[config.mk]
export PLATFORM = sky130hd
export DESIGN_NAME = d_pattern_player
export DESIGN_NICKNAME = d
export VERILOG_FILES = /design/src/rtl/d_pattern_player.sv
export SDC_FILE = /design/constraint.sdc
export NUM_CORES = 1
export LEC_CHECK = 0
export ABC_AREA = 1
export BUFFER_PORTS_ARGS = -buffer_cell sky130_fd_sc_hd__buf_4
export CAP_MARGIN = 20
export CORE_MARGIN = 2
export CORE_UTILIZATION = 60
export CTS_BUF_LIST = sky130_fd_sc_hd__clkbuf_4 sky130_fd_sc_hd__clkbuf_8
export DETAILED_ROUTE_END_ITERATION = 12
export PLACE_DENSITY_LB_ADDON = 0.08
export SYNTH_ARGS = -nofsm -noshare
export SYNTH_HDL_FRONTEND = slang
export SYNTH_SLANG_ARGS = --single-unit
[constraint.sdc]
create_clock -name Clock -period 2.4 [get_ports Clock]
set_clock_uncertainty 0.05 [all_clocks]
set_input_delay 0.36 -clock Clock [delete_from_list [all_inputs] [get_ports Clock]]
set_output_delay 0.36 -clock Clock [all_outputs]
set_load 0.05 [all_outputs]
[src/rtl/d_pattern_player.sv]
// Serial stimulus source: plays a loaded bit pattern onto D, bit 0 first,
// one bit per clock, optionally looping until Stop.
module d_pattern_player #(
    parameter int WIDTH = 16,
    parameter int LW    = $clog2(WIDTH + 1)
) (
    input  logic             Clock,
    input  logic             Reset,
    input  logic             Load,
    input  logic [WIDTH-1:0] Pattern,
    input  logic [LW-1:0]    Length,
    input  logic             Repeat,
    input  logic             Start,
    input  logic             Stop,
    output logic             D,
    output logic             Busy,
    output logic             Loaded,
    output logic             Done,
    output logic [LW-1:0]    BitIndex
);

    typedef enum logic [1:0] {IDLE, LOADED, PLAY} state_t;

    localparam logic [LW-1:0] MAX_LEN = LW'(WIDTH);

    state_t           state, state_next;
    logic [WIDTH-1:0] pattern_reg, pattern_next;
    logic [LW-1:0]    len_reg, len_next;
    logic [LW-1:0]    index_reg, index_next;
    logic             repeat_reg, repeat_next;
    logic             d_reg, d_next;
    logic             done_reg, done_next;

    logic [LW-1:0]    clamped_len;
    logic [LW-1:0]    index_inc;
    logic [WIDTH-1:0] shifted;
    logic             last_bit;
    logic             load_ok;

    assign clamped_len = (Length > MAX_LEN) ? MAX_LEN : Length;
    assign index_inc   = index_reg + LW'(1);
    assign shifted     = pattern_reg >> index_inc;
    assign last_bit    = (index_reg == (len_reg - LW'(1)));
    assign load_ok     = Load && (Length != '0);

    always_comb begin
        state_next   = state;
        pattern_next = pattern_reg;
        len_next     = len_reg;
        repeat_next  = repeat_reg;
        index_next   = '0;
        d_next       = 1'b0;
        done_next    = 1'b0;
        case (state)
            IDLE: begin
                if (load_ok) begin
                    state_next   = LOADED;
                    pattern_next = Pattern;
                    len_next     = clamped_len;
                end
            end
            LOADED: begin
                // Start has priority over a simultaneous Load.
                if (Start) begin
                    state_next  = PLAY;
                    repeat_next = Repeat;
                    d_next      = pattern_reg[0];
                end else if (load_ok) begin
                    pattern_next = Pattern;
                    len_next     = clamped_len;
                end
            end
            PLAY: begin
                if (Stop) begin
                    state_next = LOADED;
                end else if (last_bit) begin
                    if (repeat_reg) begin
                        d_next = pattern_reg[0];
                    end else begin
                        state_next = LOADED;
                        done_next  = 1'b1;
                    end
                end else begin
                    index_next = index_inc;
                    d_next     = shifted[0];
                end
            end
            default: state_next = IDLE;
        endcase
    end

    always_ff @(posedge Clock) begin
        if (Reset) begin
            state       <= IDLE;
            pattern_reg <= '0;
            len_reg     <= '0;
            index_reg   <= '0;
            repeat_reg  <= 1'b0;
            d_reg       <= 1'b0;
            done_reg    <= 1'b0;
        end else begin
            state       <= state_next;
            pattern_reg <= pattern_next;
            len_reg     <= len_next;
            index_reg   <= index_next;
            repeat_reg  <= repeat_next;
            d_reg       <= d_next;
            done_reg    <= done_next;
        end
    end

    assign D        = d_reg;
    assign Busy     = (state == PLAY);
    assign Loaded   = (state != IDLE);
    assign Done     = done_reg;
    assign BitIndex = index_reg;

endmodule

# Yosys cells after proc, flatten, opt, wreduce, memory -nomap -nowiden
# Cells that the tools add are included.
dict set report totals {
  reg_bits 31
  latchBits 0
  ram_bits 0
  rom_bits 0
  input_bits 27
  n_memories 0
}
dict set report op_classes {
  add_sub_neg 2
  mul 0
  div 0
  magnitude_cmp 1
  eq_ne 8
  n_shift 1
  muxes 19
  bitwise_logic 2
  n_reduce_logical 10
}
# op count
set op_table {}
lappend op_table {{2-to-1 mux 16 bit} 2}
lappend op_table {{case mux 16 bit (2 select lines)} 1}
lappend op_table {{right shift 16 x 5 -> 1 bit} 1}
lappend op_table {{2-to-1 mux 5 bit} 3}
lappend op_table {{2-to-1 mux 2 bit} 5}
lappend op_table {{case mux 5 bit (2 select lines)} 1}
lappend op_table {{OR reduction 4 bit} 2}
lappend op_table {{inequality test 2 bit (second input constant)} 3}
lappend op_table {{case mux 2 bit (3 select lines)} 1}
lappend op_table {{adder 5 x 1 -> 5 bit (second input constant)} 1}
lappend op_table {{equality test 5 bit} 1}
lappend op_table {{> comparator 5 bit (second input constant)} 1}
lappend op_table {{2-to-1 mux 1 bit} 5}
lappend op_table {{nonzero test 5 bit} 1}
lappend op_table {{subtractor 5 x 1 -> 5 bit (second input constant)} 1}
lappend op_table {{AND reduction 2 bit} 2}
lappend op_table {{AND reduction 4 bit} 1}
lappend op_table {{nonzero test 2 bit} 2}
lappend op_table {{inequality test 3 x 2 -> 1 bit (second input constant)} 1}
lappend op_table {{inequality test 3 bit (second input constant)} 1}
lappend op_table {{equality test 2 x 1 -> 1 bit (second input constant)} 1}
lappend op_table {{equality test 2 bit (second input constant)} 1}
lappend op_table {{logical NOT 2 bit} 1}
lappend op_table {{NOT 1 bit} 2}
lappend op_table {{other kinds (2)} 2}

# Depth between registers and ports, before layout
dict set report depth {
  word_depth 5
  depth_mapped 14
}

# Least setup slack after synthesis
# No wires, ideal clock.
dict set report synth_path {
  kind {register to register}
  from {reg state[0]}
  to {reg pattern_reg[10]}
  setup_ns 0.128
  t_arrival_ns 1.621
  t_required_ns 2.222
  setup_slack_ns 0.600
  path_stages_with_launch 8
  n_path_buf 1
  period_less_slack_ns 1.800
  path_cell_list {dfxtp_1 inv_1 ha_1 inv_1 a21oi_1 nand2_2 buf_1 a21oi_1}
}
dict set report synth_between {
  elab_chain_len 3
}
# item line
set synth_rtl {}
lappend synth_rtl {{start: declaration} 26} ;# state_t state, state_next;
lappend synth_rtl {{start signal: assignment} 102} ;# state <= state_next;
lappend synth_rtl {{equality test 2 x 1 -> 1 bit / logical NOT 2 bit (equally long branches)} 54} ;# case (state)
lappend synth_rtl {{inequality test 2 bit (no line) / nonzero test 2 bit (equally long branches)} -}
lappend synth_rtl {{AND reduction 2 bit (no line)} -}
lappend synth_rtl {{end signal: assignment} 103} ;# pattern_reg <= pattern_next;
lappend synth_rtl {{end: declaration} 27} ;# logic [WIDTH-1:0] pattern_reg, pattern_next;
# Several ways; a longest one is shown, not always the timed one.
# A chain may end at the register's enable or synchronous reset.

# Worst setup path in the final report
dict set report layout_path {
  from {reg state[1]}
  to {reg pattern_reg[3]}
}
# The elaborated chain is that of the path after synthesis.

==> impl_metrics.xml <==
<?xml version="1.0" encoding="UTF-8"?>
<metrics>
  <group name="cells_and_area">
    <metric name="largest_reg_flops" unit="">16</metric>
    <metric name="drive_above_1_share" unit="%">18.2</metric>
    <metric name="layout.area.seq" unit="um^2">621</metric>
    <metric name="filler_cell_count" unit="">230</metric>
    <metric name="multi_input_combinational_cell_area" unit="um^2">778</metric>
    <metric name="final_layout_net_count" unit="">308</metric>
    <metric name="final_area" unit="um^2">1920</metric>
    <metric name="antenna_cells_inserted" unit="">0</metric>
    <metric name="flow.area_growth_from_synthesis" unit="%">20.7</metric>
  </group>
  <group name="power">
    <metric name="pwr-share-clk" unit="%">24.6</metric>
    <metric name="seq_power_share" unit="%">48.5</metric>
    <metric name="power.combinational.fraction" unit="%">26.9</metric>
    <metric name="p_leak" unit="nW">0.933</metric>
    <metric name="vdd_drop_max" unit="uV">618</metric>
    <metric name="power.density_cell_area" unit="nW/um^2">645</metric>
    <metric name="swShare" unit="%">32.3</metric>
    <metric name="internal_power" unit="mW">0.838</metric>
    <metric name="power.net_switching" unit="mW">0.401</metric>
  </group>
  <group name="die">
    <metric name="die_width" unit="um">55.5</metric>
    <metric name="fp.dieArea" unit="um^2">3080</metric>
    <metric name="rows" unit="">18</metric>
    <metric name="floorplan.core_area" unit="um^2">2500</metric>
    <metric name="pin_count" unit="">36</metric>
    <metric name="fp.dieH" unit="um">55.5</metric>
    <metric name="effective_utilization_at_floorplan" unit="%">63.7</metric>
  </group>
  <group name="synthesis">
    <metric name="postSynthCellCount" unit="">240</metric>
    <metric name="syn-mean-instance-area" unit="um^2">6.63</metric>
    <metric name="synth_cell_type_count" unit="">22</metric>
    <metric name="syn-num-nets" unit="">273</metric>
    <metric name="synthesis.area" unit="um^2">1590</metric>
    <metric name="ys_warn_count" unit="">0</metric>
    <metric name="ys_ff_latch" unit="">31</metric>
    <metric name="synth-seq-area-share" unit="%">39.0</metric>
  </group>
  <group name="placed_design">
    <metric name="post_dp_cell_area" unit="um^2">1860</metric>
    <metric name="input_output_buffers" unit="">35</metric>
    <metric name="dp.final_hpwl" unit="um">2300</metric>
    <metric name="gp_congestion" unit="">0.839</metric>
    <metric name="placement.setup.worst_slack" unit="ns">0.464</metric>
  </group>
  <group name="run_status">
    <metric name="status" unit="">complete, no violations</metric>
  </group>
  <group name="timing">
    <metric name="setup_total_negative_slack" unit="ns">0</metric>
    <metric name="slew-limit-headroom" unit="%">62.4</metric>
    <metric name="hold_slack" unit="ns">0.203</metric>
    <metric name="timing.final.max_slew_violations" unit="">0</metric>
    <metric name="hold_viol" unit="">0</metric>
    <metric name="clock.fmax" unit="MHz">507</metric>
    <metric name="worst_slew_pin_slew" unit="ns">0.562</metric>
    <metric name="timing.final.crit_period" unit="ns">1.97</metric>
    <metric name="grt_setup_unrepaired" unit="">no</metric>
    <metric name="min_period_over_period" unit="%">82.3</metric>
    <metric name="setup_viol_count_final" unit="">0</metric>
    <metric name="setup_slack" unit="ns">0.426</metric>
  </group>
  <group name="global_routing">
    <metric name="initial_antenna_violation_count" unit="">0</metric>
    <metric name="grt_overflow" unit="">0</metric>
    <metric name="grt_start_max_net_pins" unit="">38</metric>
    <metric name="grt_pass1_wl" unit="um">5550</metric>
    <metric name="grt_pass1_vias" unit="">1372</metric>
    <metric name="gr-usage-all-layers" unit="%">22.6</metric>
  </group>
  <group name="setup_path">
    <metric name="cp_top_family" unit="">compound AO/OA/AOI/OAI gates</metric>
    <metric name="timing.critical_path.buf_inv" unit="">2</metric>
    <metric name="reg2reg_slack" unit="ns">0.43</metric>
    <metric name="setup.worst_path.class" unit="">reg2reg</metric>
    <metric name="cp-end-kind" unit="">register</metric>
    <metric name="critPathMaxFanout" unit="">37</metric>
    <metric name="cpMaxStageDelayCell" unit="">dfxtp_1</metric>
    <metric name="wp_data_arrival" unit="ns">2.13</metric>
    <metric name="start_kind" unit="">register</metric>
    <metric name="critical-path-max-stage-delay" unit="ns">0.38</metric>
    <metric name="worst-endpoint-required" unit="ns">2.55</metric>
    <metric name="cp_cell_instances" unit="">inv_1, ha_1, nand2_1, inv_1, a21oi_1, nand2_2, o21ai_0, a21oi_1</metric>
  </group>
  <group name="clocking">
    <metric name="h_tree_lvl_count" unit="">2</metric>
    <metric name="longest_clk_path_bufs" unit="">2</metric>
    <metric name="clock_latency" unit="ns">0.33</metric>
    <metric name="clock_sink_count" unit="">31</metric>
    <metric name="post_cts_buffers" unit="">0</metric>
    <metric name="cts-resized-gates" unit="">0</metric>
    <metric name="cts_tree" unit="">built</metric>
    <metric name="hold_buffers" unit="">0</metric>
    <metric name="cts_inserted_buffers" unit="">5</metric>
    <metric name="clk_transition_reported_paths" unit="ns">0.09</metric>
    <metric name="clockRootBuffer" unit="">clkbuf_4</metric>
  </group>
  <group name="routing">
    <metric name="route.vias.total" unit="">1521</metric>
    <metric name="final_antenna_net_count" unit="">0</metric>
    <metric name="via_density_per_instance" unit="">4.99</metric>
    <metric name="detail_route.wirelength" unit="um">3080</metric>
    <metric name="drt-initial-drc-count" unit="">67</metric>
    <metric name="post_drt_wl_per_cell" unit="um">10.1</metric>
    <metric name="drc" unit="">0</metric>
    <metric name="dr.pass1.iters" unit="">4</metric>
  </group>
  <group name="job">
    <metric name="max_cap_viol_count" unit="">0</metric>
  </group>
  <group name="min_path">
    <metric name="holdCritPathClass" unit="">in2reg</metric>
  </group>
</metrics>
==> routing by layer <==
| layer | GRT usage (%) | share of wire [%] | vias to the layer above |
|---|---|---|---|
| met3 | 6.32 | 4.4 | 4 |
| met1 | 27.6 | 48 | 665 |
| met2 | 37.8 | 46 | 36 |
| met5 | 0 | 0 | - |
| li1 | - | - | 816 |
| met4 | 8.36 | 1.2 | 0 |
==> cell type report <==
cell class,instances,share of cell area (%)
clock buffer,6,2.67
clock inverter,1,0.261
inverter,42,8.21
multi-input combinational,159,40.5
sequential,31,32.3
tap,30,1.95
timing repair buffer,36,14.1
==> cells by family after synthesis <==
kind of cell / count (synthesis) / share of synthesized area (%)
xor+xnor: 4 / 2.20
compound gates: 43 / 13.7
simple gates: 106 / 28.3
fa+ha+maj: 6 / 4.72
flops: 31 / 39.0
buf+inv: 50 / 12.1
==> worst paths after layout <==
kind	start	endpoint	depth (start not counted)
max	state[1]	pattern_reg[3]	8
min reg2reg	repeat_reg	Done	1
max reg2reg	state[1]	pattern_reg[3]	8
min	Reset	len_reg[1]	2
==> cell usage after synthesis, drive strengths merged <==
library cell / n / share of area, %
a21oi: 25 / 7.9
nand3: 24 / 7.9
buf: 3 / 0.86
or2: 2 / 0.79
clkbuf: 5 / 1.3
nor2: 16 / 3.9
a211oi: 1 / 0.47
xor2: 3 / 1.7
dfxtp: 31 / 39
nor4: 1 / 0.39
nand2: 63 / 15
inv: 42 / 9.9
ha: 6 / 4.7
o21ai: 17 / 5.3
xnor2: 1 / 0.55
==> metrics by stage <==
stage / power (mW) / util [%] / cells
after CTS: 1.25 / 76.8 / 305
final: 1.24 / 76.8 / 305
after floorplan: 0.859 / - / 240
after global routing: 1.33 / 76.8 / 305
after global placement: 0.935 / 74.6 / 298
after detailed placement: 0.944 / 74.6 / 298
==> power by group through the flow <==
stage                     registers (mW)  logic, mW  clock network (mW)
after floorplan                    0.609      0.250                   0
after global placement             0.611      0.324                   0
after detailed placement           0.612      0.331                   0
after CTS                          0.601      0.334               0.311
after global routing               0.609      0.390               0.335
final                              0.600      0.333               0.305
==> cells in the final DEF, fill, tap and decap left out, types with 3 or more instances in the layout <==
cell type / n
inv_1: 41
nand3_1: 23
nand2_1: 60
xor2_1: 3
clkbuf_4: 5
a21oi_1: 25
dfxtp_1: 31
buf_4: 36
nand2_2: 3
ha_1: 6
nor2_1: 15
o21ai_0: 17
==> worst reg2reg max path, stage by stage, from the launching register on <==
cell and delay, ns:
dfxtp_1 0.38, inv_1 0.08, ha_1 0.20, nand2_1 0.07
inv_1 0.08, a21oi_1 0.20, nand2_2 0.37, o21ai_0 0.35
a21oi_1 0.07
No activity file was read; power rests on OpenSTA's default activity.
